--- src/rtl/npc_mc.sv ---
// npc_mc: multi-cycle RV32I/E subset core (FETCH/EXEC/WB/HALT).
// Optional macro NPC_EBREAK_HALT_EN: ebreak halts instead of acting as a nop.
module npc_mc #(
    parameter logic [31:0] RESET_PC = 32'h8000_0000,
    parameter int          NR_REGS  = 32
) (
    input  logic        clk,
    input  logic        rst,
    output logic        imem_req,
    output logic [31:0] imem_addr,
    input  logic        imem_ack,
    input  logic [31:0] imem_inst,
    output logic [31:0] pc,
    output logic [31:0] alu_result,
    output logic        commit,
    output logic [31:0] commit_pc,
    output logic        halt,
    output logic        illegal
);

    localparam int AW = (NR_REGS == 16) ? 4 : 5;

`ifdef NPC_EBREAK_HALT_EN
    localparam logic EBRK_HALT = 1'b1;
`else
    localparam logic EBRK_HALT = 1'b0;
`endif

    localparam logic [1:0] S_FETCH = 2'd0;
    localparam logic [1:0] S_EXEC  = 2'd1;
    localparam logic [1:0] S_WB    = 2'd2;
    localparam logic [1:0] S_HALT  = 2'd3;

    logic [1:0]    state;
    logic [31:0]   inst;
    logic [31:0]   next_pc;
    logic          wb_en;
    logic [AW-1:0] wb_rd;
    logic [31:0]   regs [NR_REGS];

    logic [6:0]  opc;
    logic [2:0]  f3;
    logic [6:0]  f7;
    logic [4:0]  rd;
    logic [4:0]  rs1;
    logic [4:0]  rs2;
    logic [31:0] imm_i;
    logic [31:0] imm_u;
    logic [31:0] imm_j;
    logic [31:0] rv1;
    logic [31:0] rv2;
    logic [31:0] seq_pc;

    logic is_addi, is_add, is_lui, is_auipc;
    logic is_jal, is_jalr, is_ebrk;
    logic use_rs1, use_rs2, use_rd;
    logic bad_reg, bad_tgt, ill, ebrk_halt;
    logic [31:0] res;
    logic [31:0] tgt;

    assign imem_req  = (state == S_FETCH) && !rst;
    assign imem_addr = pc;
    assign commit    = (state == S_WB);
    assign halt      = (state == S_HALT);

    assign opc   = inst[6:0];
    assign rd    = inst[11:7];
    assign f3    = inst[14:12];
    assign rs1   = inst[19:15];
    assign rs2   = inst[24:20];
    assign f7    = inst[31:25];
    assign imm_i = {{20{inst[31]}}, inst[31:20]};
    assign imm_u = {inst[31:12], 12'b0};
    assign imm_j = {{12{inst[31]}}, inst[19:12], inst[20],
                    inst[30:21], 1'b0};

    assign rv1    = (rs1 == 5'd0) ? 32'd0 : regs[rs1[AW-1:0]];
    assign rv2    = (rs2 == 5'd0) ? 32'd0 : regs[rs2[AW-1:0]];
    assign seq_pc = pc + 32'd4;

    assign is_addi  = (opc == 7'b0010011) && (f3 == 3'b000);
    assign is_add   = (opc == 7'b0110011) && (f3 == 3'b000)
                   && (f7 == 7'b0000000);
    assign is_lui   = (opc == 7'b0110111);
    assign is_auipc = (opc == 7'b0010111);
    assign is_jal   = (opc == 7'b1101111);
    assign is_jalr  = (opc == 7'b1100111) && (f3 == 3'b000);
    assign is_ebrk  = (inst == 32'h0010_0073);

    // Decode and execute the latched instruction
    always_comb begin
        res     = alu_result;
        tgt     = seq_pc;
        use_rs1 = 1'b0;
        use_rs2 = 1'b0;
        use_rd  = 1'b0;
        ill     = 1'b0;
        unique case (1'b1)
            is_addi: begin
                res = rv1 + imm_i; use_rs1 = 1'b1; use_rd = 1'b1;
            end
            is_add: begin
                res = rv1 + rv2; use_rs1 = 1'b1;
                use_rs2 = 1'b1; use_rd = 1'b1;
            end
            is_lui: begin
                res = imm_u; use_rd = 1'b1;
            end
            is_auipc: begin
                res = pc + imm_u; use_rd = 1'b1;
            end
            is_jal: begin
                res = seq_pc; tgt = pc + imm_j; use_rd = 1'b1;
            end
            is_jalr: begin
                res = seq_pc; tgt = (rv1 + imm_i) & ~32'd1;
                use_rs1 = 1'b1; use_rd = 1'b1;
            end
            is_ebrk: begin
                res = alu_result;
            end
            default: ill = 1'b1;
        endcase
    end

    assign bad_reg = (NR_REGS == 16)
                  && ((use_rd && rd[4]) || (use_rs1 && rs1[4])
                   || (use_rs2 && rs2[4]));
    assign bad_tgt   = (is_jal || is_jalr) && tgt[1];
    assign ebrk_halt = is_ebrk && EBRK_HALT;

    // Instruction sequencer: fetch, execute, write back, halt
    always_ff @(posedge clk or posedge rst) begin
        if (rst) begin
            state      <= S_FETCH;
            pc         <= RESET_PC;
            inst       <= '0;
            next_pc    <= RESET_PC;
            alu_result <= '0;
            commit_pc  <= '0;
            illegal    <= 1'b0;
            wb_en      <= 1'b0;
            wb_rd      <= '0;
        end else begin
            unique case (state)
                S_FETCH: begin
                    if (imem_ack) begin
                        inst  <= imem_inst;
                        state <= S_EXEC;
                    end
                end
                S_EXEC: begin
                    if (ill || bad_reg || bad_tgt) begin
                        illegal <= 1'b1;
                        state   <= S_HALT;
                    end else if (ebrk_halt) begin
                        state <= S_HALT;
                    end else begin
                        alu_result <= res;
                        next_pc    <= tgt;
                        commit_pc  <= pc;
                        wb_en      <= use_rd && (rd != 5'd0);
                        wb_rd      <= rd[AW-1:0];
                        state      <= S_WB;
                    end
                end
                S_WB: begin
                    pc    <= next_pc;
                    state <= S_FETCH;
                end
                default: state <= S_HALT;
            endcase
        end
    end

    // Register file: cleared on reset, written only in WB
    always_ff @(posedge clk or posedge rst) begin
        if (rst) begin
            for (int i = 0; i < NR_REGS; i++) regs[i] <= '0;
        end else if (state == S_WB && wb_en) begin
            regs[wb_rd] <= alu_result;
        end
    end

endmodule

--- config.mk ---
export PLATFORM = sky130hd
export DESIGN_NAME = npc_mc
export DESIGN_NICKNAME = d
export VERILOG_FILES = /design/src/rtl/npc_mc.sv
export SDC_FILE = /design/constraint.sdc
export NUM_CORES = 2
export LEC_CHECK = 0
export CAP_MARGIN = 25
export CORE_AREA = 2 2 279 557
export CTS_CLUSTER_DIAMETER = 30
export DETAILED_ROUTE_END_ITERATION = 16
export DIE_AREA = 0 0 281 559
export GPL_ROUTABILITY_DRIVEN = 1
export PLACE_DENSITY_LB_ADDON = 0.08
export SLEW_MARGIN = 40
export SYNTH_ARGS = -nofsm -noshare
export SYNTH_HDL_FRONTEND = slang
export SYNTH_SLANG_ARGS = --single-unit
--- constraint.sdc ---
create_clock -name clk -period 81.8 [get_ports clk]
set_clock_uncertainty 0.15 [all_clocks]
set_input_delay 8.18 -clock clk [delete_from_list [all_inputs] [get_ports clk]]
set_output_delay 8.18 -clock clk [all_outputs]
set_load 0.005 [all_outputs]
# After elaboration in Yosys (flattened, before gate mapping)
# Index checks and enable logic that the tools add are counted.
totals:
  register_bits: 1193
  out_inout_bits: 132
op_classes:
  add_sub_neg: 5
  magnitude_cmp: 4
  eq_ne: 11
  n_mux: 18
  n_bitwise: 4
  n_reduce_logical: 26
ops:
  columns: ["cell", "n"]
  rows:
  - ["1024-bit bitwise mux", 1]
  - ["32-bit binary-select mux with 5-bit select", 2]
  - ["32-bit two-way mux", 7]
  - ["32-bit demux with 5-bit select", 1]
  - ["32-bit one-hot mux with 5 select lines", 1]
  - ["32-bit adder", 4]
  - ["32-bit one-hot mux with 2 select lines", 1]
  - ["32-bit by 3-bit adder with 32-bit output, second input constant", 1]
  - ["32-bit by 21-bit == test with 1-bit output, second input constant", 1]
  - ["6-bit greater-or-equal comparator, second input constant", 3]
  - ["5-bit inverter with 6-bit output", 3]
  - ["7-bit by 5-bit == test with 1-bit output, second input constant", 2]
  - ["7-bit by 6-bit == test with 1-bit output, second input constant", 2]
  - ["7-bit == test, second input constant", 2]
  - ["5-bit zero test", 2]
  - ["5-bit nonzero test", 2]
  - ["1-bit logical AND", 9]
  - ["7-bit zero test", 1]
  - ["7-bit OR reduction", 1]
  - ["6-bit by 1-bit less-than comparator with 1-bit output, second input constant", 1]
  - ["2-bit one-hot mux with 3 select lines", 1]
  - ["2-bit AND reduction", 3]
  - ["6-bit OR reduction", 1]
  - ["2-bit == test, second input constant", 2]
  - ["other kinds (11)", 14]

# Longest topological paths before layout
logic_depth:
  ltp_word: 11
  ltp_mapped: 28
  ltp_nobuf: 20

# Least setup slack after synthesis
# No wires, ideal clock.
synth_timing:
  kind: "in2out"
  start: "in rst"
  end: "out imem_req"
  t_arrival_ns: 8.340
  required_ns: 73.470
  path_slack_ns: 65.130
  path_stages: 1
  n_path_buf: 0
  path_cell_list: "nor3_1"
synth_via:
  elab_chain_len: 2
synth_lines:
  columns: ["element", "line", "text"]
  rows:
  - ["start, declared", "8", "input logic rst,"]
  - ["1-bit zero test (no source line)", null, null]
  - ["1-bit logical AND", "61", "assign imem_req = (state == S_FETCH) && !rst;"]
  - ["end, declared", "9", "output logic imem_req,"]
# No other way between the ends.

# Worst setup path after layout
# Ends and elaborated chain as after synthesis.

==> metrics.cfg <==
[grt]
grt_antenna_before_repair = 3
grt_pass1_vias = 49600
grt_max_degree = 107
grt_overflow = 0
grt.total_usage_pct = 31.9
grt_pass1_wl_um = 360000

[die]
num_io_pins = 167
rows = 203
fp.dieH_um = 559
die_w_um = 281
dieArea_mm2 = 0.157
core-area_mm2 = 0.153
initial_core_util_pct = 44.9

[drt]
routedWlPerCell_um = 34.1
dr.pass1.iters = 8
drtAntennaViolNets = 0
detail_route.iter0.violations = 4224
via_per_inst = 6.49
wirelength_um = 250000
vias = 47600
drc = 0

[placement]
io_buffers = 166
dpl.cell_count = 6976
globalplace.congestion = 0.961
dp_hpwl_um = 155000

[timing]
rsz0062_at_grt = false
fin_setup_tns_ps = 0
min_period_ps = 17760
fmax_mhz = 56.3
finalSetupViolCount = 0
worst_slew_pin_slew_ps = 1070
final_max_slew_viol_count = 0
hold_viol = 0
relSlewSlack_pct = 28.5
finalCritPeriodShare_pct = 21.7
whs_ps = 310

[clocking]
clock_path_buffers = 4
cts_root_buffer = clkbuf_16
cts_sinks = 1193
cts_tree = yes
cts_hold_buf = 0
h-tree-depth = 4
post_cts_buffers = 0
cts_buffers = 198
clkTransAtPathRegs_ps = 50
worstSkewPairLatency_ps = 830
cts_resized = 0

[critical_path]
critPathTopFamily = buffers and inverters
critPathBufInv = 2
cp_common_cell = clkdlybuf4s50_1
cp_slowest_cell = clkdlybuf4s50_1
crit_path_end_kind = output port
critPathKind = input port to output port
cp.arrival_ps = 9430
crit_required_ps = 73470
crit_path_start_kind = input port
max_stage_delay_ps = 530
cp_max_fo = 2
worstPathCellList = clkdlybuf4s50_1, nor3_1, clkdlybuf4s50_1

[yosys]
synthMuxAreaShare_pct = 37.9
synth_xor_xnor_area_share_pct = 1.80
syn_nets = 5248
synth_top_area_share_pct = 43.5
synthAdderAreaFrac_pct = 1.83
netlist_area_mm2 = 0.0686
synth.distinct_cells = 109
seq_area_frac_synth_pct = 43.6
async_reset_ff_share_pct = 100
avgSynthCellArea_um2 = 13.4
synth-simple-area-share_pct = 5.03
synthTopCellsByCount = dfrtp_1 (1191), mux2_2 (1089), mux4_2 (570), nand2_1 (328), clkbuf_1 (319)
synth_compound_area_share_pct = 6.46
yosys_warnings = 0
synth_top_family_by_area = multiplexers
synth_flop_cell = dfrtp_1
synthMostInstantiatedCell = dfrtp_1
syn_inst = 5122
synth_enable_flop_cells = 0
synthTopCellsByArea = dfrtp_1 (43%), mux4_2 (19%), mux2_2 (18%)
synth-seq-cells = 1193
yosysTopAreaCell = dfrtp_1

[power]
p_int_mw = 1.43
power_frac_clock_pct = 38.9
combPwrFrac_pct = 31.5
netSwitchingPower_mw = 0.836
ir_drop_mv = 0.0237
pwr-share-seq_pct = 29.6
power_leakage_nw = 35.7
p_per_area_mw_per_mm2 = 28.5
finalPower_mw = 2.26
p_sw_share_pct = 36.9

[layout]
area_growth_pct = 15.9
fin_nets = 5254
stdcell_count = 7341
drive_gt1_share_pct = 43.1
final_util_pct = 52.0
fillers = 12900

[status]
status = finished, final reports clean

[worst_hold_path]
hp-class = register to register

[job]
maxCapViolations = 0

==> worst min-delay path: stages (launching register included) <==
cell     delay [ps]
dfstp_2         370
nand2_1          50
nand2_1          40
==> per-layer routing <==
metal / share of wire [%] / track usage, % / vias to the layer above
met3: 5.6 / 4.64 / 707
li1: - / - / 19500
met4: 6.9 / 19.5 / 2
met1: 37 / 38.4 / 25500
met5: 0.0052 / 0 / -
met2: 50 / 53.8 / 1894
==> kinds of logic after synthesis <==
family | Yosys count
mux | 1748
flops | 1193
simple gates | 747
compound gates | 660
buf+inv | 535
xor+xnor | 138
fa+ha+maj | 101
==> cell usage in the layout, fill, tap and decap left out, drive strengths merged, types with 18 or more instances in the layout <==
cell	netlist	routed
a221oi	20	20
a22oi	19	19
mux4	571	571
ha	89	89
a21o	48	48
dfrtp	1191	1191
a21oi	181	181
a211oi	19	19
nand2	328	328
clkdlybuf4s50	0	166
mux2i	87	87
inv	36	72
o21ai	134	134
bufinv	0	29
xnor2	78	78
nor2b	21	21
mux2	1090	1090
nand4	18	18
xor2	60	60
nand3	49	49
o21a	20	20
and3	24	24
nor3	33	33
a22o	19	19
o221ai	21	21
nor2	172	172
clkinv	2	37
a31oi	23	23
clkbuf	319	239
buf	178	137
nand2b	19	19
o22ai	32	32
clkinvlp	0	23
==> flip-flops by register name, summed over array words and instances, names as in the netlist <==
name        count
next_pc        32
wb_rd           5
commit_pc      32
state           2
inst           32
alu_result     32
regs         1024
illegal         1
imem_addr      32
wb_en           1
==> cell type report <==
| class | instances | area [µm²] | area share (%) |
|---|---|---|---|
| clock buffers | 239 | 5320 | 6.70 |
| well taps | 2050 | 2560 | 3.23 |
| clock inverters | 123 | 1660 | 2.09 |
| diodes | 1 | 2.50 | 0.00315 |
| inverters | 38 | 163 | 0.205 |
| multi-input cells | 3394 | 36800 | 46.3 |
| flip-flops and latches | 1193 | 29900 | 37.6 |
| repair buffers | 303 | 3040 | 3.83 |
==> per-stage QoR <==
stage / worst slack (ps) / cell area, µm²
2_1_floorplan: 39870 / 68600
3_3_place_gp: 64050 / 71900
3_5_place_dp: 64050 / 72400
4_1_cts: 64040 / 79400
5_1_grt: 63930 / 79400
6_report: 64040 / 79400
==> path summary, 6_finish.rpt <==
check,start,to,slack (ps),cells past startpoint
min in group asynchronous,rst,commit_pc[9],7760,2
hold / removal,next_pc[31],imem_addr[31],310,2
hold reg to reg,next_pc[31],imem_addr[31],310,2
setup reg to reg,inst[15],alu_result[24],74420,18
max in group asynchronous,rst,regs[889],71220,5
setup / recovery,rst,imem_req,64040,3
==> power groups by stage <==
stage / logic [mW] / clock network [mW] / registers, mW
4_1_cts: 0.709 / 0.893 / 0.670
3_5_place_dp: 0.707 / 0 / 0.680
5_1_grt: 0.747 / 0.919 / 0.673
3_3_place_gp: 0.701 / 0 / 0.679
6_report: 0.713 / 0.882 / 0.670
2_1_floorplan: 0.470 / 0 / 0.644
Power figures use the tool's default switching activity.
